### config.mk
export PLATFORM = sky130hd
export DESIGN_NAME = cipher_path_sequencer
export DESIGN_NICKNAME = d
export VERILOG_FILES = /design/src/rtl/cipher_path_sequencer.sv
export SDC_FILE = /design/constraint.sdc
export NUM_CORES = 1
export LEC_CHECK = 0
export ABC_CLOCK_PERIOD_IN_PS = 10600
export BUFFER_PORTS_ARGS = -buffer_cell sky130_fd_sc_hd__clkbuf_2
export CELL_PAD_IN_SITES_DETAIL_PLACEMENT = 1
export CELL_PAD_IN_SITES_GLOBAL_PLACEMENT = 1
export CORE_MARGIN = 2
export CORE_UTILIZATION = 45
export DETAILED_ROUTE_END_ITERATION = 6
export PLACE_DENSITY = 0.91
export SLEW_MARGIN = 20
export SYNTH_ARGS = -nofsm -noshare
export SYNTH_HDL_FRONTEND = slang
export SYNTH_SLANG_ARGS = --single-unit
### constraint.sdc
create_clock -name clk -period 10.6 [get_ports clk]
set_input_delay 1.59 -clock clk [delete_from_list [all_inputs] [get_ports clk]]
set_output_delay 1.59 -clock clk [all_outputs]
set_load 0.01 [all_outputs]
### src/rtl/cipher_path_sequencer.sv
// cipher_path_sequencer: rotor-cipher letter pass sequenced one rotor stage per clock
module cipher_path_sequencer #(
    parameter bit BYPASS_EN = 1'b1
) (
    input  logic       clk,
    input  logic       rst,
    input  logic       in_valid,
    output logic       in_ready,
    input  logic [4:0] in_letter,
    input  logic [4:0] rotor1_pos,
    input  logic [4:0] rotor2_pos,
    input  logic [4:0] rotor3_pos,
    output logic       out_valid,
    output logic [4:0] out_letter,
    output logic [2:0] done_out
);
    localparam logic [207:0] W1 = "EKMFLGDQVZNTOWYHXUSPAIBRCJ";
    localparam logic [207:0] W2 = "AJDKSIRUXBLHWTMCQGZNPYVOEF";
    localparam logic [207:0] W3 = "BDFHJLCPRTXVZNYEAIOGKMUSQW";
    localparam logic [207:0] WR = "YRUHQSLDPXNGOKMIEBFZCWVJAT";

    typedef enum logic [3:0] {IDLE, F1, F2, F3, REFL, B3, B2, B1, DONE, BYP} state_t;

    state_t       r_state;
    logic [4:0]   r_x;
    logic [4:0]   r_p1;
    logic [4:0]   r_p2;
    logic [4:0]   r_p3;
    logic         r_out_valid;
    logic [4:0]   r_out_letter;
    logic [2:0]   r_done;
    logic [4:0]   w_pos;
    logic [207:0] w_tab;
    logic         w_bwd;
    logic [4:0]   w_idx;
    logic [4:0]   w_y;
    logic [4:0]   w_res;

    function automatic logic [4:0] mod26(input logic [5:0] a);
        return (a >= 6'd26) ? 5'(a - 6'd26) : a[4:0];
    endfunction

    function automatic logic [4:0] fwd(input logic [207:0] w, input logic [4:0] i);
        logic [7:0] c;
        c = w[8*(25-int'(i)) +: 8];
        return 5'(c - 8'd65);
    endfunction

    function automatic logic [4:0] inv(input logic [207:0] w, input logic [4:0] i);
        logic [4:0] r;
        r = '0;
        for (int j = 0; j < 26; j++)
            if (w[8*(25-j) +: 8] == {3'b000, i} + 8'd65) r = 5'(j);
        return r;
    endfunction

    function automatic logic [4:0] clamp(input logic [4:0] p);
        return (p > 5'd25) ? 5'd0 : p;
    endfunction

    assign in_ready   = (r_state == IDLE);
    assign out_valid  = r_out_valid;
    assign out_letter = r_out_letter;
    assign done_out   = r_done;

    // stage datapath: pick rotor/direction from the state, apply offset-wire-unoffset
    always_comb begin
        w_pos = (r_state == F1 || r_state == B1) ? r_p1 :
                (r_state == F2 || r_state == B2) ? r_p2 :
                (r_state == F3 || r_state == B3) ? r_p3 : 5'd0;
        w_tab = (r_state == F1 || r_state == B1) ? W1 :
                (r_state == F2 || r_state == B2) ? W2 :
                (r_state == F3 || r_state == B3) ? W3 : WR;
        w_bwd = (r_state == B3 || r_state == B2 || r_state == B1);
        w_idx = mod26({1'b0, r_x} + {1'b0, w_pos});
        w_y   = w_bwd ? inv(w_tab, w_idx) : fwd(w_tab, w_idx);
        w_res = mod26({1'b0, w_y} + 6'd26 - {1'b0, w_pos});
    end

    // sequencer FSM with registered result, strobe and per-rotor done flags
    always_ff @(posedge clk) begin
        if (rst) begin
            r_state      <= IDLE;
            r_x          <= '0;
            r_p1         <= '0;
            r_p2         <= '0;
            r_p3         <= '0;
            r_out_valid  <= 1'b0;
            r_out_letter <= '0;
            r_done       <= '0;
        end else begin
            case (r_state)
                IDLE: if (in_valid) begin
                    if (in_letter <= 5'd25) begin
                        r_x     <= in_letter;
                        r_p1    <= clamp(rotor1_pos);
                        r_p2    <= clamp(rotor2_pos);
                        r_p3    <= clamp(rotor3_pos);
                        r_state <= F1;
                    end else if (BYPASS_EN) begin
                        r_out_letter <= in_letter;
                        r_out_valid  <= 1'b1;
                        r_state      <= BYP;
                    end
                end
                F1: begin
                    r_x     <= w_res;
                    r_state <= F2;
                end
                F2: begin
                    r_x     <= w_res;
                    r_state <= F3;
                end
                F3: begin
                    r_x     <= w_res;
                    r_state <= REFL;
                end
                REFL: begin
                    r_x     <= w_res;
                    r_state <= B3;
                end
                B3: begin
                    r_x       <= w_res;
                    r_done[2] <= 1'b1;
                    r_state   <= B2;
                end
                B2: begin
                    r_x       <= w_res;
                    r_done[1] <= 1'b1;
                    r_state   <= B1;
                end
                B1: begin
                    r_out_letter <= w_res;
                    r_out_valid  <= 1'b1;
                    r_done[0]    <= 1'b1;
                    r_state      <= DONE;
                end
                DONE: begin
                    r_out_valid <= 1'b0;
                    r_done      <= '0;
                    r_state     <= IDLE;
                end
                BYP: begin
                    r_out_valid <= 1'b0;
                    r_state     <= IDLE;
                end
                default: r_state <= IDLE;
            endcase
        end
    end
endmodule

==> results.toml, run 1 <==
[synth]
synth-seq-cells = 33
synthArstFlopShare = 0
syn_nets = 761
postSynthAreaPerCell_um2 = 6.66
syn_inst = 714
ys_types = 75
synth_area_mm2 = 0.00475
ys_seq_area_frac = 0.139
synth_edf_count = 0
synth_flop_cell = "dfxtp_1"
yosys_warnings = 0

[floorplanning]
dieArea_mm2 = 0.0114
core_mm2 = 0.0103
initial_core_util = 0.463
die_w_um = 107
io_pins = 33
die_height_um = 107
rows = 37

[drt]
drt_iter0_markers = 522
firstDrtPassIters = 5
vias = 5708
vias_per_cell = 6.70
wl_um = 18700
antenna_left = 0
routedWlPerCell_um = 21.9
drc = 0

[clock_tree]
clk_path_buf_depth = 2
ctsHtreeMaxLevel = 2
cts_buffers = 5
cts_tree = "done"
cts.sinks = 33
worstSkewPairLatency_ns = 0.29
cts_root_buf = "clkbuf_8"
clkSlewWorstSetupHoldPaths_ns = 0.07

[sta]
period_share = 0.917
skew_ns = 0.00514
report.final.setup_viol = 0
rsz0062_at_grt = "no"
tightestPinTransition_ns = 1.13
setup_tns_ns = 0
fmax_ghz = 0.103
finalCriticalPeriod_ns = 9.72
hold_viol = 0
final_max_slew_viol_count = 0
relSlewSlack = 0.243

[cells_and_area]
drive_above_1_share = 0.103
fillCellCount = 1417
multi_input_area_mm2 = 0.00376
register_area_um2 = 661
nets = 762
antenna_cells = 0
area_delta_synth_final_pct = 6.45

[setup_path]
worstSetupStartpointType = "register"
crit_fanout = 27
crit_required_ns = 10.76
critPathCaptureType = "register"
slowest_delay_ns = 0.74
critical_path_class = "register to register"
cp_slowest_cell = "ha_2"
worstPathArrival_ns = 9.88

[global_routing]
grt_pass1_wl_um = 30100
grt_pass1_vias = 5795
grtUsageTotal = 0.327
antenna_found_initial = 0
overflow = 0
grt_max_degree = 47

[place]
hpwl_um = 13800
place_congestion = 1.01
io_buffers = 32

[flow_run]
maxCapViolations = 0

[worst_hold_path]
hp-class = "register to register"

[outcome]
outcome = "completed"
## worst paths after layout
| check | cells after the start | slack, ns | end | from |
|---|---|---|---|---|
| max reg2reg | 39 | 0.88 | out_letter[1]$_SDFFE_PP0P_ | r_state[1]$_SDFFE_PP0P_ |
| min reg2reg | 2 | 0.46 | r_p2[0]$_SDFFE_PP0P_ | r_p2[0]$_SDFFE_PP0P_ |
| min | 2 | 0.46 | r_p2[0]$_SDFFE_PP0P_ | r_p2[0]$_SDFFE_PP0P_ |
| max | 39 | 0.88 | out_letter[1]$_SDFFE_PP0P_ | r_state[1]$_SDFFE_PP0P_ |
## sequential cells by signal (all words and copies together), names as in the netlist
register	flops
out_letter	5
r_p1	5
r_p2	5
r_p3	5
r_x	5
r_state	4
done_out	3
out_valid	1
## logic make-up (layout without fill, tap and decap cells)
kind of cell	Yosys count	count (layout)	synth area share
simple gates	286	286	0.274
compound gates	229	229	0.326
buf+inv	84	86	0.0716
xor+xnor	44	44	0.0929
flops	33	33	0.139
fa+ha+maj	24	24	0.0663
mux	14	14	0.0300
## synth_stat cells, types with 6 or more instances
master	count	area (um2)
nor2_1	82	308
nand2_1	79	297
a21oi_1	64	320
nand3_1	45	225
clkbuf_1	36	135
o21ai_0	34	170
dfxtp_1	33	661
nor3_1	32	160
inv_1	30	113
xnor2_1	29	254
ha_1	22	275
a31oi_1	19	119
mux2i_1	12	120
o22ai_1	11	68.8
or3_1	10	62.6
xor2_1	10	87.6
nor4_1	9	56.3
o211ai_1	9	67.6
a211oi_1	8	60.1
a21o_1	8	60.1
nand4_1	7	43.8
a221oi_1	6	52.6
## repair_timing
action                                  in CTS  in global routing
endpoints found under the setup margin       0                  7
gates resized for setup                      0                  2
hold buffers                                 0                  0
setup buffers                                0                  0
## cell usage in the layout (no fill, tap or decap), drive strengths merged, types with 13 or more instances in the layout
cell type / netlist / layout
buf: 15 / 13
inv: 32 / 32
nor3: 33 / 33
a21oi: 66 / 66
clkbuf: 36 / 37
nand3: 45 / 45
xnor2: 30 / 30
nor2: 82 / 82
ha: 22 / 22
nand2: 79 / 79
dfxtp: 33 / 33
a31oi: 20 / 20
o21ai: 39 / 39
## area by class of cell
| class | instances | area share |
|---|---|---|
| Tap cell | 136 | 0.0336 |
| Clock inverter | 3 | 0.00346 |
| Timing Repair Buffer | 45 | 0.0509 |
| Multi-Input combinational cell | 597 | 0.743 |
| Sequential cell | 33 | 0.131 |
| Clock buffer | 5 | 0.0136 |
| Inverter | 33 | 0.0245 |
## worst max-delay path, delay by kind of cell, from the launching register on
kind | cells | cell delay (ns)
AO/OA/AOI/OAI | 16 | 3.51
XOR/XNOR | 3 | 1.15
adder cells (fa/ha/maj) | 8 | 2.83
buffers and inverters | 5 | 0.78
flip-flops | 1 | 0.46
AND/OR/NAND/NOR | 7 | 0.90
## per-layer routing
metal  GRT usage  part of all wire
met2       0.588              0.50
met4       0.147             0.042
met3      0.0231             0.061
met5           0                 0
met1       0.398              0.40
## stage by stage
| stage | util | instance area [um2] | hold slack, ns | setup WS [ns] | cells |
|---|---|---|---|---|---|
| after detailed placement | 0.484 | 4970 | 0.455 | 0.655 | 844 |
| final | 0.492 | 5060 | 0.461 | 0.877 | 852 |
| after global placement | 0.484 | 4970 | 0.445 | 1.13 | 844 |
| after global routing | 0.492 | 5060 | 0.484 | 0.0527 | 852 |
| after floorplan | - | 4750 | 0.431 | 2.06 | 714 |
| after CTS | 0.492 | 5060 | 0.465 | 0.621 | 852 |
Power of run 1 is left out: the tool's default activity adds up to more than one toggle a clock period on the data nets, which glitch-free logic cannot reach.
==> run 2, diff against run 1 <==
--- a/config.mk
+++ b/config.mk
@@ -10,9 +10,9 @@
 export CELL_PAD_IN_SITES_DETAIL_PLACEMENT = 1
 export CELL_PAD_IN_SITES_GLOBAL_PLACEMENT = 1
 export CORE_MARGIN = 2
-export CORE_UTILIZATION = 45
+export CORE_UTILIZATION = 40
 export DETAILED_ROUTE_END_ITERATION = 6
-export PLACE_DENSITY = 0.91
+export PLACE_DENSITY = 0.83
 export SLEW_MARGIN = 20
 export SYNTH_ARGS = -nofsm -noshare
 export SYNTH_HDL_FRONTEND = slang
==> results.toml, run 2 (synthesis results as in run 1) <==
[flow_run]
maxCapViolations = 0

[drt]
firstDrtPassIters = 5
antenna_left = 0
drt_iter0_markers = 493
vias_per_cell = 6.66
routedWlPerCell_um = 22.0
drc = 0
vias = 5721
wl_um = 18900

[clock_tree]
cts_tree = "done"
ctsHoldBuffers = 0
cts_buffers = 5
post_cts_buffers = 0
worstSkewPairLatency_ns = 0.27
ctsHtreeMaxLevel = 2
clkSlewWorstSetupHoldPaths_ns = 0.05
cts.sinks = 33
cts_root_buf = "clkbuf_16"
post_cts_resized = 0
clk_path_buf_depth = 2

[cells_and_area]
design_area_mm2 = 0.00512
layout_common_cells = "nor2_1, nand2_1, a21oi_1"
final_common_cell = "nor2_1"
register_area_um2 = 661
area_delta_synth_final_pct = 7.66
fillCellCount = 1531
antenna_cells = 0
nets = 762
multi_input_area_mm2 = 0.00376
drive_above_1_share = 0.0992
utilization = 0.444

[sta]
report.final.setup_viol = 0
rsz0062_at_grt = "no"
skew_ns = 0.00108
final_max_slew_viol_count = 0
hold_viol = 0
relSlewSlack = 0.287
period_share = 0.931
finalCriticalPeriod_ns = 9.87
fmax_ghz = 0.101
setup_tns_ns = 0
tightestPinTransition_ns = 1.07

[setup_path]
worstPathArrival_ns = 10.01
crit_fanout = 27
path_buf_inv = 5
rr_startpoint = "r_state[1]$_SDFFE_PP0P_"
crit_required_ns = 10.74
cp_top_family = "compound AO/OA/AOI/OAI gates"
rrSetupSlack_ns = 0.73
slowest_delay_ns = 0.90
worstSetupStartpointType = "register"
cpMostUsedCell = "ha_1"
rr_endpoint = "out_letter[1]$_SDFFE_PP0P_"
ff2ff_path_depth = 39
critPathCaptureType = "register"
critical_path_class = "register to register"
cp_slowest_cell = "ha_1"

[floorplanning]
dieArea_mm2 = 0.0128
die_w_um = 113
rows = 39
initial_core_util = 0.413
core_mm2 = 0.0115
die_height_um = 113
io_pins = 33

[worst_hold_path]
hold_path_depth = 2
hp-class = "register to register"
min_to = "r_p2[1]$_SDFFE_PP0P_"
min_from = "r_p2[1]$_SDFFE_PP0P_"

[place]
hpwl_um = 14200
place_congestion = 1.05
dpl_cell_area_mm2 = 0.00498
io_buffers = 32

[global_routing]
grt_pass1_wl_um = 30600
overflow = 0
antenna_found_initial = 0
grtUsageTotal = 0.294
grt_max_degree = 47
grt_pass1_vias = 5718

[outcome]
outcome = "completed"
[run 2: final cells by class]
| cell class | instances | area share |
|---|---|---|
| repair buffers | 45 | 0.0504 |
| multi-input cells | 597 | 0.734 |
| clock inverters | 2 | 0.00196 |
| inverters | 33 | 0.0242 |
| clock buffers | 6 | 0.0252 |
| flip-flops and latches | 33 | 0.129 |
| well taps | 143 | 0.0350 |
[run 2: routing by layer]
metal,wire [um],global-route usage,up-vias,part of all wire
met3,1230,0.0273,55,0.065
met2,9300,0.517,268,0.49
met5,0,0,-,0
li1,-,-,2642,-
met4,731,0.110,0,0.039
met1,7680,0.375,2756,0.41
[run 2: through the flow]
step	hold slack, ns	setup slack [ns]	cells
floorplan	0.431	2.06	714
global placement	0.447	1.28	851
detailed placement	0.453	0.906	851
CTS	0.462	0.860	859
global route	0.482	0.0467	859
finish	0.460	0.728	859
[run 2: worst max path at each step]
stage                       startpoint                         end  slack [ns]  cells after the start
3_5_place_dp   r_state[1]$_SDFFE_PP0P_  out_letter[1]$_SDFFE_PP0P_        0.91                     39
6_report       r_state[1]$_SDFFE_PP0P_  out_letter[1]$_SDFFE_PP0P_        0.73                     39
3_3_place_gp   r_state[1]$_SDFFE_PP0P_  out_letter[1]$_SDFFE_PP0P_        1.28                     39
2_1_floorplan  r_state[0]$_SDFFE_PP0P_  out_letter[1]$_SDFFE_PP0P_        2.06                     44
5_1_grt        r_state[1]$_SDFFE_PP0P_  out_letter[1]$_SDFFE_PP0P_        0.05                     39
4_1_cts        r_state[1]$_SDFFE_PP0P_  out_letter[1]$_SDFFE_PP0P_        0.86                     39
[run 2: worst reg2reg max path: cells and delay by family, from the launching register on]
| kind | cells | cell delay [ns] |
|---|---|---|
| and+or+nand+nor | 7 | 0.86 |
| adders and majority gates | 8 | 3.00 |
| AOI/OAI and AO/OA | 16 | 3.37 |
| xor gates and xnor gates | 3 | 1.17 |
| buffers and inverters | 5 | 0.91 |
| DFF | 1 | 0.45 |
Power of run 2 is left out for the same reason.
==> run 3, diff against run 2 <==
--- a/config.mk
+++ b/config.mk
@@ -11,6 +11,7 @@
 export CELL_PAD_IN_SITES_GLOBAL_PLACEMENT = 1
 export CORE_MARGIN = 2
 export CORE_UTILIZATION = 40
+export CTS_BUF_LIST = sky130_fd_sc_hd__clkbuf_8 sky130_fd_sc_hd__clkbuf_16
 export DETAILED_ROUTE_END_ITERATION = 6
 export PLACE_DENSITY = 0.83
 export SLEW_MARGIN = 20
==> results.toml, run 3 (synthesis results as in run 1) <==
[global_routing]
grtUsageTotal = 0.294
antenna_found_initial = 0
overflow = 0
grt_pass1_wl_um = 30600
grt_pass1_vias = 5718
grt_max_degree = 47

[sta]
setup_tns_ns = 0
hold_viol = 0
period_share = 0.931
report.final.setup_viol = 0
relSlewSlack = 0.282
finalCriticalPeriod_ns = 9.87
rsz0062_at_grt = "no"
tightestPinTransition_ns = 1.07
final_max_slew_viol_count = 0
skew_ns = 0.00115
fmax_ghz = 0.101

[floorplanning]
die_w_um = 113
dieArea_mm2 = 0.0128
die_height_um = 113
initial_core_util = 0.413
rows = 39
io_pins = 33
core_mm2 = 0.0115

[setup_path]
crit_required_ns = 10.74
crit_fanout = 27
slowest_delay_ns = 0.89
critical_path_class = "register to register"
path_buf_inv = 5
worstSetupStartpointType = "register"
critPathCaptureType = "register"
worstPathArrival_ns = 10.00
cp_slowest_cell = "ha_1"
cpMostUsedCell = "ha_1"
cp_top_family = "compound AO/OA/AOI/OAI gates"

[drt]
vias_per_cell = 6.66
drc = 0
firstDrtPassIters = 4
antenna_left = 0
routedWlPerCell_um = 22.1
wl_um = 19000
vias = 5724
drt_iter0_markers = 492

[flow_run]
maxCapViolations = 0

[cells_and_area]
fillCellCount = 1531
layout_common_cells = "nor2_1, nand2_1, a21oi_1"
area_delta_synth_final_pct = 7.66
nets = 762
antenna_cells = 0
utilization = 0.444
drive_above_1_share = 0.0992
final_common_cell = "nor2_1"

[clock_tree]
post_cts_buffers = 0
clkSlewWorstSetupHoldPaths_ns = 0.05
cts_root_buf = "clkbuf_16"
post_cts_resized = 0
cts.sinks = 33
clk_path_buf_depth = 2
ctsHtreeMaxLevel = 2
worstSkewPairLatency_ns = 0.27
ctsHoldBuffers = 0
cts_tree = "done"
cts_buffers = 5

[outcome]
outcome = "completed"

[place]
place_congestion = 1.05
hpwl_um = 14200
io_buffers = 32

[worst_hold_path]
hp-class = "register to register"
-- run 3: cell types whose count changed in the layout (fill, tap and decap cells not counted), sizes merged --
cell / delta
inv: +1
clkbuf: -1
-- run 3: metrics by stage --
step           hold slack (ns)  setup slack [ns]  instances  instance area (um2)
2_1_floorplan            0.431              2.06        714                 4750
3_3_place_gp             0.447              1.28        851                 4980
3_5_place_dp             0.453             0.906        851                 4980
4_1_cts                  0.462             0.860        859                 5120
5_1_grt                  0.482            0.0467        859                 5120
6_report                 0.460             0.734        859                 5120
-- run 3: worst paths after layout --
kind | startpoint | to | slack (ns) | cells after the start
max reg2reg | r_state[1]$_SDFFE_PP0P_ | out_letter[1]$_SDFFE_PP0P_ | 0.73 | 39
min | r_p2[3]$_SDFFE_PP0P_ | r_p2[3]$_SDFFE_PP0P_ | 0.46 | 2
min reg2reg | r_p2[3]$_SDFFE_PP0P_ | r_p2[3]$_SDFFE_PP0P_ | 0.46 | 2
max | r_state[1]$_SDFFE_PP0P_ | out_letter[1]$_SDFFE_PP0P_ | 0.73 | 39
-- run 3: layer usage --
metal,wire length (um),GRT usage
met1,7670,0.375
met2,9350,0.517
met3,1230,0.0273
met4,736,0.110
met5,0,0
-- run 3: worst register-to-register path, delay by kind of cell, from the launching register on --
family | cells | cell delay, ns
AOI/OAI and AO/OA | 16 | 3.37
adders and majority gates | 8 | 2.99
xor gates and xnor gates | 3 | 1.15
buffers and inverters | 5 | 0.91
and+or+nand+nor | 7 | 0.86
DFF | 1 | 0.45
-- run 3: area by class of cell --
cell class              count  area, um2  area share
clock buffers               5        125      0.0244
clock inverters             3       13.8     0.00269
inverters                  33        124      0.0242
multi-input cells         597       3760       0.734
flip-flops and latches     33        661       0.129
well taps                 143        179      0.0350
repair buffers             45        258      0.0504
Power of run 3 is left out for the same reason.
